File: src/rtl/mem_burst_pkg.sv
// Shared types and defaults for the mem_burst_ctrl burst master.
package mem_burst_pkg;

  typedef enum logic [1:0] {
    IDLE   = 2'd0,
    WDATA  = 2'd1,
    ACCESS = 2'd2,
    DONE   = 2'd3
  } state_t;

  localparam logic OP_RD = 1'b0;
  localparam logic OP_WR = 1'b1;

  localparam int DEF_WIDTH   = 32;
  localparam int DEF_ADDR    = 8;
  localparam int DEF_DEPTH   = 256;
  localparam int DEF_TIMEOUT = 64;

endpackage

File: src/rtl/mbc_addr_gen.sv
// Burst address/length tracker: loads start and length, steps per completed beat,
// wraps the address modulo DEPTH and flags the final beat.
module mbc_addr_gen
  import mem_burst_pkg::*;
#(
  parameter int DEPTH = DEF_DEPTH,
  parameter int ADDR  = DEF_ADDR
) (
  input  logic            i_clk,
  input  logic            i_rst,
  input  logic            i_load,
  input  logic [ADDR-1:0] i_start,
  input  logic [ADDR:0]   i_len,
  input  logic            i_step,
  output logic [ADDR-1:0] o_addr,
  output logic            o_last
);

  logic [ADDR-1:0] r_addr;
  logic [ADDR:0]   r_remaining;

  always_ff @(posedge i_clk) begin
    if (i_rst) begin
      r_addr      <= '0;
      r_remaining <= '0;
    end else if (i_load) begin
      r_addr      <= i_start;
      r_remaining <= i_len;
    end else if (i_step) begin
      r_addr      <= (r_addr == ADDR'(DEPTH - 1)) ? '0 : r_addr + 1'b1;
      r_remaining <= r_remaining - 1'b1;
    end
  end

  assign o_addr = r_addr;
  assign o_last = (r_remaining == (ADDR+1)'(1));

endmodule

File: src/rtl/mem_burst_ctrl.sv
// Command-driven burst master for a valid/ready sequential memory.
// Define MBC_TIMEOUT_EN to abort a beat that waits TIMEOUT cycles for mem_ready.
module mem_burst_ctrl
  import mem_burst_pkg::*;
#(
  parameter int WIDTH   = DEF_WIDTH,
  parameter int DEPTH   = DEF_DEPTH,
  parameter int ADDR    = DEF_ADDR,
  parameter int TIMEOUT = DEF_TIMEOUT
) (
  input  logic             i_clk,
  input  logic             i_rst,
  input  logic             i_cmd_valid,
  output logic             o_cmd_ready,
  input  logic             i_cmd_wr,
  input  logic [ADDR-1:0]  i_cmd_addr,
  input  logic [ADDR:0]    i_cmd_len,
  input  logic [WIDTH-1:0] i_wr_data,
  input  logic             i_wr_valid,
  output logic             o_wr_ready,
  output logic [WIDTH-1:0] o_rd_data,
  output logic             o_rd_valid,
  output logic             o_done,
  output logic             o_err,
  output logic [ADDR-1:0]  o_mem_addr,
  output logic [WIDTH-1:0] o_mem_wdata,
  output logic             o_mem_wrbar,
  output logic             o_mem_valid,
  input  logic             i_mem_ready,
  input  logic [WIDTH-1:0] i_mem_rdata
);

  state_t          r_state;
  state_t          w_nextState;
  logic            r_op;
  logic [WIDTH-1:0] r_memWdata;
  logic [WIDTH-1:0] r_rdData;
  logic            r_memValid;
  logic            r_rdValid;
  logic            r_done;
  logic            w_cmdReady;
  logic            w_wrReady;
  logic            w_accept;
  logic            w_beat;
  logic            w_last;
  logic            w_abort;
  logic [ADDR-1:0] w_addr;

  assign w_accept = i_cmd_valid && w_cmdReady;
  assign w_beat   = (r_state == ACCESS) && i_mem_ready;

  mbc_addr_gen #(.DEPTH(DEPTH), .ADDR(ADDR)) u_addr_gen (
    .i_clk   (i_clk),
    .i_rst   (i_rst),
    .i_load  (w_accept),
    .i_start (i_cmd_addr),
    .i_len   (i_cmd_len),
    .i_step  (w_beat),
    .o_addr  (w_addr),
    .o_last  (w_last)
  );

  always_ff @(posedge i_clk) begin
    if (i_rst) r_state <= IDLE;
    else       r_state <= w_nextState;
  end

  always_comb begin
    w_nextState = r_state;
    case (r_state)
      IDLE: begin
        if (w_accept) begin
          if (i_cmd_len == '0)        w_nextState = DONE;
          else if (i_cmd_wr == OP_WR) w_nextState = WDATA;
          else                        w_nextState = ACCESS;
        end
      end
      WDATA:  if (i_wr_valid) w_nextState = ACCESS;
      ACCESS: begin
        if (w_abort)     w_nextState = DONE;
        else if (w_beat) w_nextState = w_last ? DONE : ((r_op == OP_WR) ? WDATA : ACCESS);
      end
      DONE:    w_nextState = IDLE;
      default: w_nextState = IDLE;
    endcase
  end

  // cmd_ready is masked during reset so no command is taken before state is known.
  always_comb begin
    w_cmdReady = 1'b0;
    w_wrReady  = 1'b0;
    case (r_state)
      IDLE:    w_cmdReady = !i_rst;
      WDATA:   w_wrReady  = 1'b1;
      default: ;
    endcase
  end

  always_ff @(posedge i_clk) begin
    if (i_rst) begin
      r_op       <= OP_RD;
      r_memWdata <= '0;
      r_rdData   <= '0;
      r_memValid <= 1'b0;
      r_rdValid  <= 1'b0;
      r_done     <= 1'b0;
    end else begin
      r_memValid <= (w_nextState == ACCESS);
      r_rdValid  <= w_beat && (r_op == OP_RD);
      r_done     <= (w_nextState == DONE);
      if (w_accept) r_op <= i_cmd_wr;
      if ((r_state == WDATA) && i_wr_valid) r_memWdata <= i_wr_data;
      if (w_beat && (r_op == OP_RD)) r_rdData <= i_mem_rdata;
    end
  end

`ifdef MBC_TIMEOUT_EN
  localparam int TW = $clog2(TIMEOUT + 1);

  logic [TW-1:0] r_waitCnt;
  logic          r_err;

  // Any ready in ACCESS completes the beat, so clearing on ready restarts each beat.
  always_ff @(posedge i_clk) begin
    if (i_rst || (r_state != ACCESS) || i_mem_ready) r_waitCnt <= '0;
    else                                            r_waitCnt <= r_waitCnt + 1'b1;
  end

  assign w_abort = (r_state == ACCESS) && !i_mem_ready && (r_waitCnt == TW'(TIMEOUT - 1));

  always_ff @(posedge i_clk) begin
    if (i_rst || w_accept) r_err <= 1'b0;
    else if (w_abort)      r_err <= 1'b1;
  end

  assign o_err = r_err;
`else
  assign w_abort = 1'b0;
  assign o_err   = 1'b0;
`endif

  assign o_cmd_ready = w_cmdReady;
  assign o_wr_ready  = w_wrReady;
  assign o_rd_data   = r_rdData;
  assign o_rd_valid  = r_rdValid;
  assign o_done      = r_done;
  assign o_mem_addr  = w_addr;
  assign o_mem_wdata = r_memWdata;
  assign o_mem_wrbar = r_op;
  assign o_mem_valid = r_memValid;

endmodule

File: config.mk
export PLATFORM = sky130hd
export DESIGN_NAME = mem_burst_ctrl
export DESIGN_NICKNAME = d
export VERILOG_FILES = /design/src/rtl/mem_burst_pkg.sv /design/src/rtl/mbc_addr_gen.sv /design/src/rtl/mem_burst_ctrl.sv
export SDC_FILE = /design/constraint.sdc
export NUM_CORES = 1
export LEC_CHECK = 0
export ABC_AREA = 0
export CORE_UTILIZATION = 25
export DETAILED_ROUTE_END_ITERATION = 6
export PLACE_DENSITY = 0.62
export SLEW_MARGIN = 10
export SYNTH_ARGS = -nofsm -noshare
export SYNTH_HDL_FRONTEND = slang
export SYNTH_SLANG_ARGS = --single-unit
File: constraint.sdc
create_clock -name i_clk -period 4.5 [get_ports i_clk]
set_clock_uncertainty 0.15 [all_clocks]
set_input_delay 0.9 -clock i_clk [delete_from_list [all_inputs] [get_ports i_clk]]
set_output_delay 0.9 -clock i_clk [all_outputs]
set_load 0.02 [all_outputs]
==> metrics.cfg <==
[cts]
clock-root-buffer=clkbuf_16
cts_tree=built
cts_resized=0
clock_latency_ns=0.34
hold_buffers=0
cts_buffer_depth=2
clock-sinks=87
tritoncts.num_buffers=9
cts_setup_buffers=0
h-tree-depth=3
clk_pin_slew_worst_paths_ns=0.06

[placement]
dpl_cell_area_mm2=0.00522
placed_cells=750
gp_congestion=0.791
io_buffers=164
dpl.hpwl_um=7270
dp_worst_setup_slack_ns=1.15

[pwr]
p_leak_nw=1.88
seq_power_share_pct=43.4
finalPower_mw=1.90
p_per_area_mw_per_mm2=343
p_switching_mw=0.462
vdd_ir_drop_max_mv=0.146
combPwrFrac_pct=13.9
p_clk_share_pct=42.7
p_sw_share_pct=24.3
p_int_mw=1.44

[yosys]
async_reset_ff_share_pct=0
yosys.area.top_type=dfxtp_1
synth_ff_type=dfxtp_1
synth_cell_types=46
syn_inst=436
synth_edf_count=0
synth-seq-cells=87
synth_top_cell_area_share_pct=50.1
yosys-top-cells-area=dfxtp_1, nand2_1, a21oi_1
syn_nets=526
syn_area_mm2=0.00347
avgSynthCellArea_um2=7.97
yosys_warnings=0
yosysSeqAreaShare_pct=50.1

[critical_path]
cp-end-kind=flip-flop
crit_chain=clkdlybuf4s50_1 -> and3b_1 -> nand2b_1 -> nand2_1 -> a21oi_1
critPathArrivalTime_ns=3.02
worstPathMaxFanout=33
r2r_cells=4
slowest_stage=nand2b_1
criticalPathCategory=input pin to flip-flop
worstPathRequired_ns=4.54
startpoint_type=input pin
max_stage_delay_ns=0.74

[floorplan]
core-area_mm2=0.0134
ios=166
die_w_um=120
die_height_um=120
initial_utilization_pct=25.9
fp-row-count=42
die-area_mm2=0.0144

[global_route]
grt_pass1_vias=3346
grt.total_usage_pct=14.4
overflow=0
antenna_found_initial=0
grt_max_degree=88
grt_pass1_wl_um=16400

[cells_and_area]
area_delta_synth_final_pct=59.5
utilization_pct=41.3
antenna_cells=0
seq_area_mm2=0.00174
fin_area_mm2=0.00554
layout_commonest_cell=clkdlybuf4s50_1
nFillCells=1355
multi_input_area_mm2=0.00158
layout-drive-gt1-share_pct=5.25
final_nets=675
layout_common_cells=clkdlybuf4s50_1, nand2_1, dfxtp_1
layout.cells.non_filler=766

[sta]
fin_ws_ns=1.52
fmax_mhz=335
period_share_pct=66.2
hold_violations=0
final.min_clock_period_ns=2.98
setup_viol=0
whs_ns=0.303
relSlewSlack_pct=21.9
fin_tns_setup_ns=0
tightest_slew_ns=1.17
slew_viol_final=0
rsz0062_at_grt=no

[status]
status=finished, final reports clean

[route]
first_iter_violations=184
firstDrtPassIters=4
antenna_left=0
wl_per_cell_um=13.4
wirelength_um=10300
drc=0
via_per_inst=4.61
routed-via-count=3534

[hold_path]
holdPathStages=2
hp-class=flip-flop to flip-flop

[job]
drv_cap=0

## state kept, by name (all words and copies together), names as in the netlist
name	flops
o_mem_valid	1
o_mem_wrbar	1
u_addr_gen.o_addr	8
o_rd_valid	1
o_mem_wdata	32
r_state	2
o_done	1
o_rd_data	32
u_addr_gen.r_remaining	9
## cell families after synthesis
family | Yosys count | share of synthesized area (%)
simple gates | 202 | 25.8
compound gates | 107 | 17.3
flops | 87 | 50.1
buf+inv | 32 | 4.50
fa+ha+maj | 3 | 1.08
xor+xnor | 3 | 0.756
other cells | 1 | 0.108
mux | 1 | 0.288
## area by class of cell
class	instances	share of cell area [%]
Clock inverter	5	1.47
Clock buffer	11	4.38
Tap cell	176	3.97
Multi-Input combinational cell	317	28.5
Timing Repair Buffer	168	30.1
Sequential cell	87	31.4
Inverter	2	0.136
## metal layers
layer  vias to the layer above  global-route usage (%)  share of wire, %
met3                        19                    4.52               7.2
met5                         -                       0                 0
met2                       125                    22.7                46
li1                       1766                       -                 -
met4                         0                    7.34               2.5
met1                      1624                    17.5                44
## synthesized netlist by cell type, types with 2 or more instances
cell type	count
buf_6	2
nor4_1	2
a221oi_1	2
o21ai_1	2
nor2_1	21
nor3_1	7
inv_1	2
nand3b_1	2
o211ai_1	2
o21ai_0	4
a32oi_1	2
o311ai_0	2
nor2b_1	2
a211oi_2	2
buf_2	14
nand2_1	140
and3_1	2
clkbuf_1	11
nand4_1	4
buf_1	2
nand2b_1	3
nand3_1	8
dfxtp_1	87
a21oi_1	85
xor2_1	3
ha_1	3
## worst paths after layout
| path | startpoint | end | slack [ns] |
|---|---|---|---|
| setup reg to reg | r_state[1] | o_rd_data[4] | 2.03 |
| hold / removal | o_mem_wdata[19] | o_mem_wdata[19] | 0.30 |
| setup / recovery | i_mem_ready | o_rd_data[4] | 1.52 |
| hold reg to reg | o_mem_wdata[19] | o_mem_wdata[19] | 0.30 |
## power groups by stage
stage / Sequential (mW) / Clock (mW) / Combinational, mW
6_report: 0.826 / 0.812 / 0.264
5_1_grt: 0.829 / 0.861 / 0.288
4_1_cts: 0.825 / 0.837 / 0.267
3_5_place_dp: 0.842 / 0 / 0.265
3_3_place_gp: 0.841 / 0 / 0.262
2_1_floorplan: 0.861 / 0 / 0.102
## worst max-delay path: cells and delay by family
| family | cells | cell delay (ns) |
|---|---|---|
| and+or+nand+nor | 3 | 1.51 |
| AOI/OAI and AO/OA | 1 | 0.09 |
| buffers and inverters | 1 | 0.51 |
Power figures use the tool's default switching activity.
